<file path="src/rtl/i2c_csr_core.sv">
// ============================================================================
// Module      : i2c_csr_core
// Description : CSR bank, command FIFO and receive FIFO sitting between the
//               AXI-lite BRAM-style strobes and the I2C bit engine.
//               Define I2C_CSR_IRQ_EN to build the registered interrupt logic.
// Revision    : 1.0 - initial release
// ============================================================================
`default_nettype none

module i2c_csr_core #(
  parameter int          ADD_WIDTH    = 8,
  parameter int          CMD_DEPTH    = 4,
  parameter int          RX_DEPTH     = 4,
  parameter logic [15:0] PRESCALE_RST = 16'h00FF
) (
  input  logic                 aclk,
  input  logic                 aresetn,
  input  logic [ADD_WIDTH-1:0] bram_addr,
  input  logic                 bram_wr,
  input  logic [31:0]          bram_wr_data,
  input  logic                 bram_rd,
  output logic [31:0]          bram_rd_data,
  output logic                 cmd_valid,
  input  logic                 cmd_ready,
  output logic [11:0]          cmd_data,
  input  logic                 rx_valid,
  input  logic [7:0]           rx_data,
  input  logic                 core_busy,
  input  logic                 core_nack,
  output logic [15:0]          prescale,
  output logic                 irq
);

  localparam int CMD_AW = $clog2(CMD_DEPTH);
  localparam int RX_AW  = $clog2(RX_DEPTH);
  localparam int IDX_W  = ADD_WIDTH - 2;

  localparam logic [IDX_W-1:0] c_IDX_CTRL = IDX_W'(0);
  localparam logic [IDX_W-1:0] c_IDX_STAT = IDX_W'(1);
  localparam logic [IDX_W-1:0] c_IDX_PRE  = IDX_W'(2);
  localparam logic [IDX_W-1:0] c_IDX_CMD  = IDX_W'(3);
  localparam logic [IDX_W-1:0] c_IDX_RX   = IDX_W'(4);

  logic [IDX_W-1:0] w_idx;
  logic             w_wr_ctrl, w_wr_stat, w_wr_pre, w_wr_cmd, w_rd_rx, w_flush;
  logic             w_irq_en;
  logic             w_unused;

  logic             en_q, en_d;
  logic [15:0]      prescale_q, prescale_d;
  logic             nack_q, nack_d;
  logic             rx_ovf_q, rx_ovf_d;
  logic             cmd_ovf_q, cmd_ovf_d;
  logic [31:0]      rd_data_q, rd_data_d;
  logic [31:0]      w_rd_val;

  logic [11:0]      cmd_mem_q [CMD_DEPTH];
  logic [CMD_AW:0]  cmd_wr_q, cmd_wr_d, cmd_rd_q, cmd_rd_d;
  logic             w_cmd_empty, w_cmd_full, w_cmd_push, w_cmd_pop;

  logic [7:0]       rx_mem_q [RX_DEPTH];
  logic [RX_AW:0]   rx_wr_q, rx_wr_d, rx_rd_q, rx_rd_d;
  logic             w_rx_empty, w_rx_full, w_rx_push, w_rx_pop;

  assign w_idx     = bram_addr[ADD_WIDTH-1:2];
  assign w_wr_ctrl = bram_wr && (w_idx == c_IDX_CTRL);
  assign w_wr_stat = bram_wr && (w_idx == c_IDX_STAT);
  assign w_wr_pre  = bram_wr && (w_idx == c_IDX_PRE);
  assign w_wr_cmd  = bram_wr && (w_idx == c_IDX_CMD);
  assign w_rd_rx   = bram_rd && (w_idx == c_IDX_RX);
  assign w_flush   = w_wr_ctrl && bram_wr_data[2];
  assign w_unused  = ^{bram_wr_data[31:16], bram_wr_data[1], bram_addr[1:0]};

  // Full when the wrap bits differ and the index bits match.
  assign w_cmd_empty = (cmd_wr_q == cmd_rd_q);
  assign w_cmd_full  = (cmd_wr_q[CMD_AW] != cmd_rd_q[CMD_AW]) &&
                       (cmd_wr_q[CMD_AW-1:0] == cmd_rd_q[CMD_AW-1:0]);
  assign w_rx_empty  = (rx_wr_q == rx_rd_q);
  assign w_rx_full   = (rx_wr_q[RX_AW] != rx_rd_q[RX_AW]) &&
                       (rx_wr_q[RX_AW-1:0] == rx_rd_q[RX_AW-1:0]);

  assign cmd_valid = en_q && !w_cmd_empty;
  assign cmd_data  = cmd_mem_q[cmd_rd_q[CMD_AW-1:0]];
  assign w_cmd_pop = cmd_valid && cmd_ready;
  assign w_cmd_push = w_wr_cmd && (!w_cmd_full || w_cmd_pop);

  assign w_rx_pop  = w_rd_rx && !w_rx_empty;
  assign w_rx_push = rx_valid && (!w_rx_full || w_rx_pop);

  assign bram_rd_data = rd_data_q;
  assign prescale     = prescale_q;

  always_comb begin
    en_d       = en_q;
    prescale_d = prescale_q;
    cmd_wr_d   = cmd_wr_q;
    cmd_rd_d   = cmd_rd_q;
    rx_wr_d    = rx_wr_q;
    rx_rd_d    = rx_rd_q;

    if (w_wr_ctrl) en_d = bram_wr_data[0];
    if (w_wr_pre)  prescale_d = bram_wr_data[15:0];

    // Flush wins over any push/pop landing in the same cycle.
    if (w_flush) begin
      cmd_wr_d = '0;
      cmd_rd_d = '0;
      rx_wr_d  = '0;
      rx_rd_d  = '0;
    end else begin
      if (w_cmd_push) cmd_wr_d = cmd_wr_q + (CMD_AW+1)'(1);
      if (w_cmd_pop)  cmd_rd_d = cmd_rd_q + (CMD_AW+1)'(1);
      if (w_rx_push)  rx_wr_d  = rx_wr_q + (RX_AW+1)'(1);
      if (w_rx_pop)   rx_rd_d  = rx_rd_q + (RX_AW+1)'(1);
    end

    // Sticky bits: a new event beats a write-1-to-clear in the same cycle.
    nack_d    = core_nack || (nack_q && !(w_wr_stat && bram_wr_data[5]));
    rx_ovf_d  = (rx_valid && w_rx_full && !w_rx_pop && !w_flush) ||
                (rx_ovf_q && !(w_wr_stat && bram_wr_data[6]));
    cmd_ovf_d = (w_wr_cmd && w_cmd_full && !w_cmd_pop) ||
                (cmd_ovf_q && !(w_wr_stat && bram_wr_data[7]));
  end

  always_comb begin
    w_rd_val = '0;
    case (w_idx)
      c_IDX_CTRL: w_rd_val = {30'b0, w_irq_en, en_q};
      c_IDX_STAT: w_rd_val = {24'b0, cmd_ovf_q, rx_ovf_q, nack_q, core_busy,
                              w_rx_full, w_rx_empty, w_cmd_empty, w_cmd_full};
      c_IDX_PRE:  w_rd_val = {16'b0, prescale_q};
      c_IDX_RX:   if (!w_rx_empty) w_rd_val = {23'b0, 1'b1, rx_mem_q[rx_rd_q[RX_AW-1:0]]};
      default:    w_rd_val = '0;
    endcase
    rd_data_d = bram_rd ? w_rd_val : rd_data_q;
  end

  always_ff @(posedge aclk or negedge aresetn) begin
    if (!aresetn) begin
      en_q       <= 1'b0;
      prescale_q <= PRESCALE_RST;
      nack_q     <= 1'b0;
      rx_ovf_q   <= 1'b0;
      cmd_ovf_q  <= 1'b0;
      rd_data_q  <= '0;
      cmd_wr_q   <= '0;
      cmd_rd_q   <= '0;
      rx_wr_q    <= '0;
      rx_rd_q    <= '0;
    end else begin
      en_q       <= en_d;
      prescale_q <= prescale_d;
      nack_q     <= nack_d;
      rx_ovf_q   <= rx_ovf_d;
      cmd_ovf_q  <= cmd_ovf_d;
      rd_data_q  <= rd_data_d;
      cmd_wr_q   <= cmd_wr_d;
      cmd_rd_q   <= cmd_rd_d;
      rx_wr_q    <= rx_wr_d;
      rx_rd_q    <= rx_rd_d;
    end
  end

  // Storage needs no reset: the pointers define what is valid.
  always_ff @(posedge aclk) begin
    if (w_cmd_push) cmd_mem_q[cmd_wr_q[CMD_AW-1:0]] <= bram_wr_data[11:0];
    if (w_rx_push)  rx_mem_q[rx_wr_q[RX_AW-1:0]]    <= rx_data;
  end

`ifdef I2C_CSR_IRQ_EN
  logic irq_en_q, irq_en_d, irq_q, irq_d;

  // Built from next-state values so irq lands the cycle after its cause.
  always_comb begin
    irq_en_d = irq_en_q;
    if (w_wr_ctrl) irq_en_d = bram_wr_data[1];
    irq_d = irq_en_d && ((rx_wr_d != rx_rd_d) || nack_d || rx_ovf_d || cmd_ovf_d);
  end

  always_ff @(posedge aclk or negedge aresetn) begin
    if (!aresetn) begin
      irq_en_q <= 1'b0;
      irq_q    <= 1'b0;
    end else begin
      irq_en_q <= irq_en_d;
      irq_q    <= irq_d;
    end
  end

  assign w_irq_en = irq_en_q;
  assign irq      = irq_q;
`else
  assign w_irq_en = 1'b0;
  assign irq      = 1'b0;
`endif

endmodule

`default_nettype wire

</file>
<file path="config.mk">
export PLATFORM = sky130hd
export DESIGN_NAME = i2c_csr_core
export DESIGN_NICKNAME = d
export VERILOG_FILES = /design/src/rtl/i2c_csr_core.sv
export SDC_FILE = /design/constraint.sdc
export NUM_CORES = 1
export LEC_CHECK = 0
export BUFFER_PORTS_ARGS = -buffer_cell sky130_fd_sc_hd__buf_2
export CAP_MARGIN = 20
export CORE_MARGIN = 2
export CORE_UTILIZATION = 23
export CTS_CLUSTER_SIZE = 40
export DETAILED_ROUTE_END_ITERATION = 7
export PLACE_DENSITY = 0.44
export SETUP_SLACK_MARGIN = 0.3
export SYNTH_ARGS = -nofsm -noshare
export SYNTH_HDL_FRONTEND = slang
export SYNTH_SLANG_ARGS = --single-unit
</file>
<file path="constraint.sdc">
create_clock -name aclk -period 4.45 [get_ports aclk]
set_input_delay 0.2225 -clock aclk [delete_from_list [all_inputs] [get_ports aclk]]
set_output_delay 0.2225 -clock aclk [all_outputs]
set_load 0.05 [all_outputs]
</file>
======== Word-level counts from Yosys, hierarchy flattened ========
Memories as Yosys holds them, arrays and structs flattened.
Cells that the tools add are included.
storage, ports and cells
  flip-flop bits (word level) ............. 64
  bits in latches ......................... 0
  RAM bits ................................ 80
  ROM bits ................................ 0
  input port bits ......................... 56
  output and inout bits ................... 62
  logic and storage cells ................. 84
  memories kept ........................... 2
memory list
  memory     depth  width  read ports  clocked after memory_dff  write ports  RTL line  RTL
  cmd_mem_q  4      12     1           0                         1            57        logic [11:0] cmd_mem_q [CMD_DEPTH];
  rx_mem_q   4      8      1           0                         1            61        logic [7:0] rx_mem_q [RX_DEPTH];
operators by class
  add/sub/neg operators ................... 4
  multipliers ............................. 0
  divide/modulo/power cells ............... 0
  order comparisons ....................... 0
  eq/ne operators ......................... 10
  shift-type cells ........................ 0
  mux-type cells .......................... 14
  bitwise logic cells ..................... 0
  reduce and logical (&&, ||, !) cells .... 44
operators by type and width
  kind                   number
  $pmux W16 S4           1
  $logic_and A1 B1 Y1    24
  $mux W3                8
  $add A3 B1 Y3 const B  4
  $eq A6 B2 Y1 const B   2
  $logic_not A1 Y1       10
  $mux W9                1
  $reduce_bool A2 Y1     4
  $eq A3 B3 Y1           2
  $eq A6 B1 Y1 const B   1
  $eq A6 B3 Y1 const B   1
  $logic_not A6 Y1       1
  $logic_or A1 B1 Y1     5
  $eq A2 B2 Y1           2
  $mux W1                4
  $ne A1 B1 Y1           2

======== Depth between registers and ports, before layout ========
Gate-level depths: netlist of the first run.
  depth in word-level cells ............... 8
  gate-level depth with buffers ........... 7
  depth with buffers taken out ............ 4

======== Worst setup path before layout of the first run ========
No wires, ideal clock.
  path type ............................... register -> register
  start point ............................. register cmd_rd_q[0]
  end point ............................... memory cmd_mem_q[3][0], enable pin
  setup time .............................. 0.396 ns
  data arrival time ....................... 1.859 ns
  data required time ...................... 4.054 ns
  setup slack ............................. 2.194 ns
  stages on the path, launching flop included .. 5
  path buffers ............................ 1
  period minus slack after synthesis ...... 2.256 ns
  path through ............................ dfrtp_1 > buf_2 > xor2_1 > nor4_1 > nor3_1
between the ends
  word-level cells in the longest chain between the ends .. 8
  elaborated cells on any way between the ends .. 11
  classes of those cells .................. 2 x eq/ne; 2 x mux; 7 x reduce/logical
RTL lines
  what                             RTL line  RTL
  start, declared                  58        logic [CMD_AW:0] cmd_wr_q, cmd_wr_d, cmd_rd_q, cmd_rd_d;
  start signal, assigned           158       cmd_rd_q <= cmd_rd_d;
  $eq A3 B3 Y1                     75        assign w_cmd_empty = (cmd_wr_q == cmd_rd_q);
  $logic_not A1 Y1                 82        assign cmd_valid = en_q && !w_cmd_empty;
  $logic_and A1 B1 Y1              82
  $logic_and A1 B1 Y1              84        assign w_cmd_pop = cmd_valid && cmd_ready;
  $logic_or A1 B1 Y1 *             85        assign w_cmd_push = w_wr_cmd && (!w_cmd_full || w_cmd_pop);
  $logic_and A1 B1 Y1 *            85
  $mux W1 *                        166       if (w_cmd_push) cmd_mem_q[cmd_wr_q[CMD_AW-1:0]] <= bram_wr_data[11:0];
  $mux W1 (implied by the code) *  166
  end, declared                    57
Mark *: on every way between the ends. The rest lies on a longest branch, timed or not.

======== Worst setup path in the final report of the first run ========
  start point ............................. register cmd_rd_q[1]
  end point ............................... memory cmd_mem_q[1][10], enable pin
Same word-level chain as after synthesis.

==> impl_metrics.json, run 1 <==
{
  "drc": 0,
  "slew_viol_final": 0,
  "crit_buf_inv": 1,
  "synthCells": 361,
  "synthTopCellsByArea": "edfxtp_1 43%, dfrtp_1 18%, mux4_2 8.2%, dfstp_2 3.8%, mux2_2 3.5%",
  "finalSetupViolations": 0,
  "track_usage_pct": 10.9,
  "power.share.sequential_pct": 41.1,
  "dr.first_iter.drc_count": 142,
  "setup_tns_ps": 0,
  "async_reset_ff_share_pct": 37.5,
  "cts_made_buffers": 17,
  "maxSlewHeadroom_pct": 35.5,
  "row_count": 56,
  "cts_tree": "built",
  "worstPathCellList": "xor2_1 -> nor4_1 -> buf_4 -> nor2_1 -> and2_1",
  "crit_type": "flip-flop to flip-flop",
  "synthTopCellsByCount": "80 x edfxtp_1, 40 x dfrtp_1, 23 x inv_1, 20 x mux4_2",
  "period_needed_ps": 2680,
  "synth_top_area_share_pct": 43.5,
  "grt_pass1_vias": 3399,
  "leakage_nw": 2.66,
  "worstPathRequired_ps": 4500,
  "yosys-mux-area-fraction_pct": 12.5,
  "antenna_found_initial": 0,
  "dieWidth_um": 159,
  "pre_cts_ws_ps": 1620,
  "max_stage_delay_ps": 830,
  "io_pins": 118,
  "register_area_um2": 3610,
  "start_util_pct": 23.5,
  "p_int_mw": 2.48,
  "post-synth-top-area-cell": "edfxtp_1",
  "ys_seq_area_share_pct": 65.4,
  "cap_violations": 0,
  "insertion_delay_ps": 420,
  "tightestPinTransition_ps": 968,
  "worstHoldPathType": "input pin to flip-flop",
  "clockBufferDepth": 2,
  "core-area_um2": 23500,
  "crit_fanout": 15,
  "clock.fmax_mhz": 373,
  "wl_per_cell_um": 16.9,
  "synth_top_family_by_area": "multiplexers",
  "vias": 3250,
  "cts_root_buffer": "clkbuf_16",
  "rsz0062_at_grt": "false",
  "cts.repair.resized": 0,
  "area_growth_pct": 24.0,
  "layout-drive-gt1-share_pct": 36.1,
  "numPortBuffers": 82,
  "grt_first_pass_wirelength_um": 20400,
  "yosys_warnings": 0,
  "ctsHoldBuffers": 3,
  "p_per_area_nw_per_um2": 532,
  "ys.flop_type": "edfxtp_1",
  "cts.clk_slew.worst_paths_ps": 60,
  "placed_area_um2": 6250,
  "clkPwrFrac_pct": 36.9,
  "synth_compound_area_share_pct": 5.78,
  "diodes": 0,
  "die_h_um": 159,
  "fin_skew_ps": 7.40,
  "swShare_pct": 31.9,
  "max-vdd-ir-drop_mv": 0.305,
  "fill_cells": 2429,
  "dr.pass1.iters": 4,
  "cp.arrival_ps": 2730,
  "routed_wl_um": 13200,
  "start_kind": "flip-flop",
  "cp_slowest_cell": "dfrtp_1",
  "cp-end-kind": "flip-flop",
  "yosys_register_bits": 128,
  "synth_cell_types": 51,
  "dpl.hpwl_um": 9270,
  "synth_most_common_cell": "edfxtp_1",
  "h-tree-depth": 4,
  "power_frac_comb_pct": 22.0,
  "synth-xor-area-share_pct": 1.74,
  "grt_overflow": 0,
  "synth_area_per_cell_um2": 15.3,
  "multi_input_comb_area_um2": 1700,
  "dieArea_um2": 25300,
  "worst_slack_ps": 1770,
  "synth-edff-count": 80,
  "stdcell_area_um2": 6850,
  "gp_congestion": 0.738,
  "crit_family": "simple AND/OR/NAND/NOR gates",
  "synth_area_um2": 5520,
  "synthAdderAreaFrac_pct": 2.27,
  "status": "complete, no violations",
  "via_per_inst": 4.14,
  "grt_start_max_net_pins": 49,
  "synthSimpleGateAreaFrac_pct": 7.07,
  "net-switching-power_mw": 1.16,
  "finalHoldViolCount": 0,
  "clock-sinks": 128,
  "period_share_pct": 60.3,
  "ant_nets": 0,
  "nNetsFinal": 519,
  "post_cts_buffers": 0
}
sequential cells by signal (all words and copies together) (netlist names):
signal	flops
cmd_rd_q	3
rx_mem_q	32
nack_q	1
en_q	1
bram_rd_data	16
rx_rd_q	3
cmd_ovf_q	1
cmd_wr_q	3
rx_wr_q	3
cmd_mem_q	48
rx_ovf_q	1
prescale	16
power groups by stage:
stage | clock, mW | sequential [mW] | combinational [mW]
final | 1.34 | 1.50 | 0.803
after global routing | 1.44 | 1.52 | 0.871
after CTS | 1.38 | 1.50 | 0.820
after detailed placement | 0 | 1.53 | 0.818
after global placement | 0 | 1.52 | 0.800
after floorplan | 0 | 1.54 | 0.582
cell families (layout without fill, tap and decap cells):
logic type | Yosys count | count (layout)
AOI/OAI and AO/OA | 45 | 45
xor gates and xnor gates | 11 | 11
adders and majority gates | 10 | 10
buffers and inverters | 56 | 145
DFF | 128 | 128
muxes | 42 | 42
other | 1 | 17
and+or+nand+nor | 68 | 68
area by class of cell:
type,instances,area share [%]
tap,319,5.83
clock buffer,17,6.21
sequential,128,52.7
clock inverter,15,2.14
timing repair buffer,90,7.03
inverter,23,1.26
multi-input combinational,193,24.8
final timing paths:
path	slack [ps]	from	to	cells after the start
max	1770	cmd_rd_q[1]$_DFFE_PN0P_	cmd_mem_q[1][10]$_DFFE_PP_	5
min	20	rx_data[4]	rx_mem_q[2][4]$_DFFE_PP_	1
max reg2reg	1770	cmd_rd_q[1]$_DFFE_PN0P_	cmd_mem_q[1][10]$_DFFE_PP_	5
min reg2reg	480	nack_q$_DFF_PN0_	nack_q$_DFF_PN0_	1
max in group asynchronous	3520	aresetn	bram_rd_data[11]$_DFFE_PN0P_	3
min in group asynchronous	460	aresetn	rx_wr_q[0]$_DFFE_PN0P_	3
per-layer routing:
metal | global-route usage (%) | share of wire [%]
met5 | 0 | 0
met4 | 4.09 | 1.4
met3 | 3.10 | 4.1
met2 | 17.8 | 49
met1 | 13.8 | 46
stage by stage:
step | utilization (%) | instances | hold WS, ps | power, mW
5_1_grt | 29.1 | 785 | 8.55 | 3.83
2_1_floorplan | - | 377 | -73.1 | 2.12
6_report | 29.1 | 785 | 21.6 | 3.64
4_1_cts | 29.1 | 785 | 5.86 | 3.70
3_5_place_dp | 26.5 | 750 | 408 | 2.34
3_3_place_gp | 26.5 | 748 | 401 | 2.32
worst register-to-register path: cells and delay by family, from the launching register on:
family                    cells  cell delay [ps]
DFF                           1              830
and+or+nand+nor               3              950
xor gates and xnor gates      1              370
buffers and inverters         1              170
cells in the final DEF, fill, tap and decap left out, types with 6 or more instances in the layout:
cell       count
a22oi_1        7
clkbuf_16     17
nand2_1       12
buf_2         82
dfstp_2        8
inv_1         23
nand2b_1       8
edfxtp_1      80
mux4_2        20
ha_1          10
nor2_1         9
conb_1        17
nand3_1        9
xor2_1         8
o21ai_0        9
a21oi_1        6
clkinv_2       6
and2_1         7
o221ai_1       8
mux2_2        17
dfrtp_1       40
Power figures use the tool's default switching activity.
==> inputs of run 2 (changes only) <==
Settings changed: PLACE_DENSITY 0.44 to 0.46.
Clock period 4.45 ns to 2.2 ns, I/O delays scaled along.
==> run 2 against run 1 <==
Against the previous run:
- hold slack gained 2.7 ps
- register-to-register slack lost 1300 ps
- clock skew grew 10 ps
- cell count grew 5.0%
- core utilization grew 2.8 points
- first-iteration DRC count shrank 6.3%
- routed wire length grew 2.8%
- via count grew 5.8%
- largest cell class unchanged
- largest power group is now the clock network
- highest routed layer unchanged
==> impl_metrics.json, run 2 (synthesized netlist as in run 1, its figures left out) <==
{
  "clkPwrFrac_pct": 39.9,
  "worstSetupEndpoint": "cmd_data[5]",
  "period_share_pct": 84.7,
  "max_stage_delay_ps": 530,
  "crit_type": "flip-flop to output pin",
  "p_int_mw": 6.00,
  "nNetsFinal": 559,
  "dpl.hpwl_um": 9410,
  "placed_area_um2": 6370,
  "r2r-end": "cmd_mem_q[1][4]$_DFFE_PP_",
  "cp-end-kind": "output pin",
  "antenna_found_initial": 0,
  "wl_per_cell_um": 16.5,
  "power_frac_comb_pct": 24.6,
  "final_cell_mix": "80 x edfxtp_1, 69 x buf_2, 38 x dfrtp_1, 26 x dlygate4sd3_1, 23 x inv_1",
  "rr_startpoint": "cmd_rd_q[2]$_DFFE_PN0P_",
  "insertion_delay_ps": 420,
  "row_count": 56,
  "cts_tree": "built",
  "grt_pass1_vias": 3572,
  "fill_cells": 2352,
  "core-area_um2": 23500,
  "cts_root_buffer": "clkbuf_16",
  "crit_fanout": 7,
  "rsz0062_at_grt": "true",
  "finalHoldViolCount": 0,
  "ant_nets": 0,
  "layout-drive-gt1-share_pct": 38.2,
  "cp.arrival_ps": 1750,
  "p_per_area_nw_per_um2": 1120,
  "reg2reg_slack_ps": 470,
  "setup_tns_ps": 0,
  "h-tree-depth": 4,
  "gp_congestion": 0.742,
  "area_growth_pct": 35.9,
  "largest_reg_flops": 48,
  "cp_slowest_cell": "mux4_2",
  "period_needed_ps": 1860,
  "layout_commonest_cell": "edfxtp_1",
  "diodes": 0,
  "final_cells": 824,
  "reg2regPathDepth": 4,
  "grt_first_pass_wirelength_um": 21200,
  "clock-sinks": 128,
  "dr.first_iter.drc_count": 133,
  "startpoint": "cmd_rd_q[0]$_DFFE_PN0P_",
  "worstHoldPathType": "input pin to flip-flop",
  "status": "complete, no violations",
  "pre_cts_ws_ps": 158,
  "dr.pass1.iters": 4,
  "power.share.sequential_pct": 35.5,
  "finalSetupViolations": 0,
  "drc": 0,
  "cts_made_buffers": 17,
  "start_kind": "flip-flop",
  "start_util_pct": 23.5,
  "worstPathRequired_ps": 2090,
  "die_h_um": 159,
  "clockBufferDepth": 2,
  "cts.clk_slew.worst_paths_ps": 60,
  "io_pins": 118,
  "max-vdd-ir-drop_mv": 0.480,
  "track_usage_pct": 11.3,
  "swShare_pct": 28.6,
  "worstPathCellList": "buf_12 -> mux4_2 -> buf_6",
  "fin_skew_ps": 17.5,
  "final_util_pct": 31.9,
  "dieWidth_um": 159,
  "slew_viol_final": 0,
  "maxSlewHeadroom_pct": 55.7,
  "stdcell_area_um2": 7500,
  "cap_violations": 0,
  "clock.fmax_mhz": 537,
  "numPortBuffers": 82,
  "dp.cells": 764,
  "via_per_inst": 4.17,
  "leakage_nw": 2.95,
  "grt_start_max_net_pins": 28,
  "net-switching-power_mw": 2.41,
  "routed_wl_um": 13600,
  "worst_slack_ps": 337,
  "vias": 3439,
  "tightestPinTransition_ps": 664,
  "grt_overflow": 0,
  "dieArea_um2": 25300
}
run 2: cell count changes in the layout (fill, tap and decap cells not counted), sizes merged:
cell and change:
buf +16, bufinv +6, clkbuf +2, clkinv -4, clkinvlp -4, dlygate4sd3 +23
run 2: layout make-up:
type	instances	area, um^2	share of cell area, %
sequential	128	3620	48.2
timing repair buffer	130	943	12.6
tap	319	399	5.32
inverter	23	86.3	1.15
clock inverter	13	265	3.53
clock buffer	18	429	5.72
multi-input combinational	193	1770	23.5
run 2: stage by stage:
| step | hold WS, ps | power [mW] |
|---|---|---|
| floorplan | -186 | 4.31 |
| global placement | 169 | 4.77 |
| detailed placement | 182 | 4.80 |
| CTS | 15.8 | 8.43 |
| global route | 40.8 | 8.77 |
| finish | 24.3 | 8.41 |
run 2: how the worst min path moves through the flow:
stage / slack, ps / from / cells after the start / end
floorplan: -190 / aresetn / 0 / bram_rd_data[0]$_DFFE_PN0P_
global placement: 170 / aresetn / 1 / rx_wr_q[1]$_DFFE_PN0P_
detailed placement: 180 / aresetn / 1 / rx_wr_q[1]$_DFFE_PN0P_
CTS: 20 / core_busy / 3 / bram_rd_data[4]$_DFFE_PN0P_
global route: 40 / core_busy / 3 / bram_rd_data[4]$_DFFE_PN0P_
finish: 20 / core_busy / 3 / bram_rd_data[4]$_DFFE_PN0P_
run 2: power groups by stage:
stage          registers [mW]  clock network, mW  logic [mW]
2_1_floorplan            3.11                  0        1.20
6_report                 2.98               3.35        2.07
3_3_place_gp             2.99                  0        1.78
4_1_cts                  2.98               3.42        2.02
3_5_place_dp             3.00                  0        1.80
5_1_grt                  3.01               3.54        2.23
run 2: what timing repair did:
action / CTS / global route
hold buffers: 26 / 0
pin swaps: 1 / 0
endpoints found under the hold margin: 107 / 0
gates resized for setup: 25 / 20
buffers inserted: 1 / 1
cloned: 1 / 0
endpoints found under the setup margin: 49 / 74
run 2: routing by layer:
layer  global-route usage, %  vias to the layer above  part of all wire [%]
li1                        -                     1585                     -
met1                    13.8                     1744                    45
met2                    19.2                       95                    50
met3                    3.49                       15                   4.2
met4                    3.39                        0                   1.4
met5                       0                        -                     0
run 2: critical path: cells and delay by family (launching register included):
family   cells  cell delay (ps)
buf+inv      2              340
flops        1              460
mux          1              530
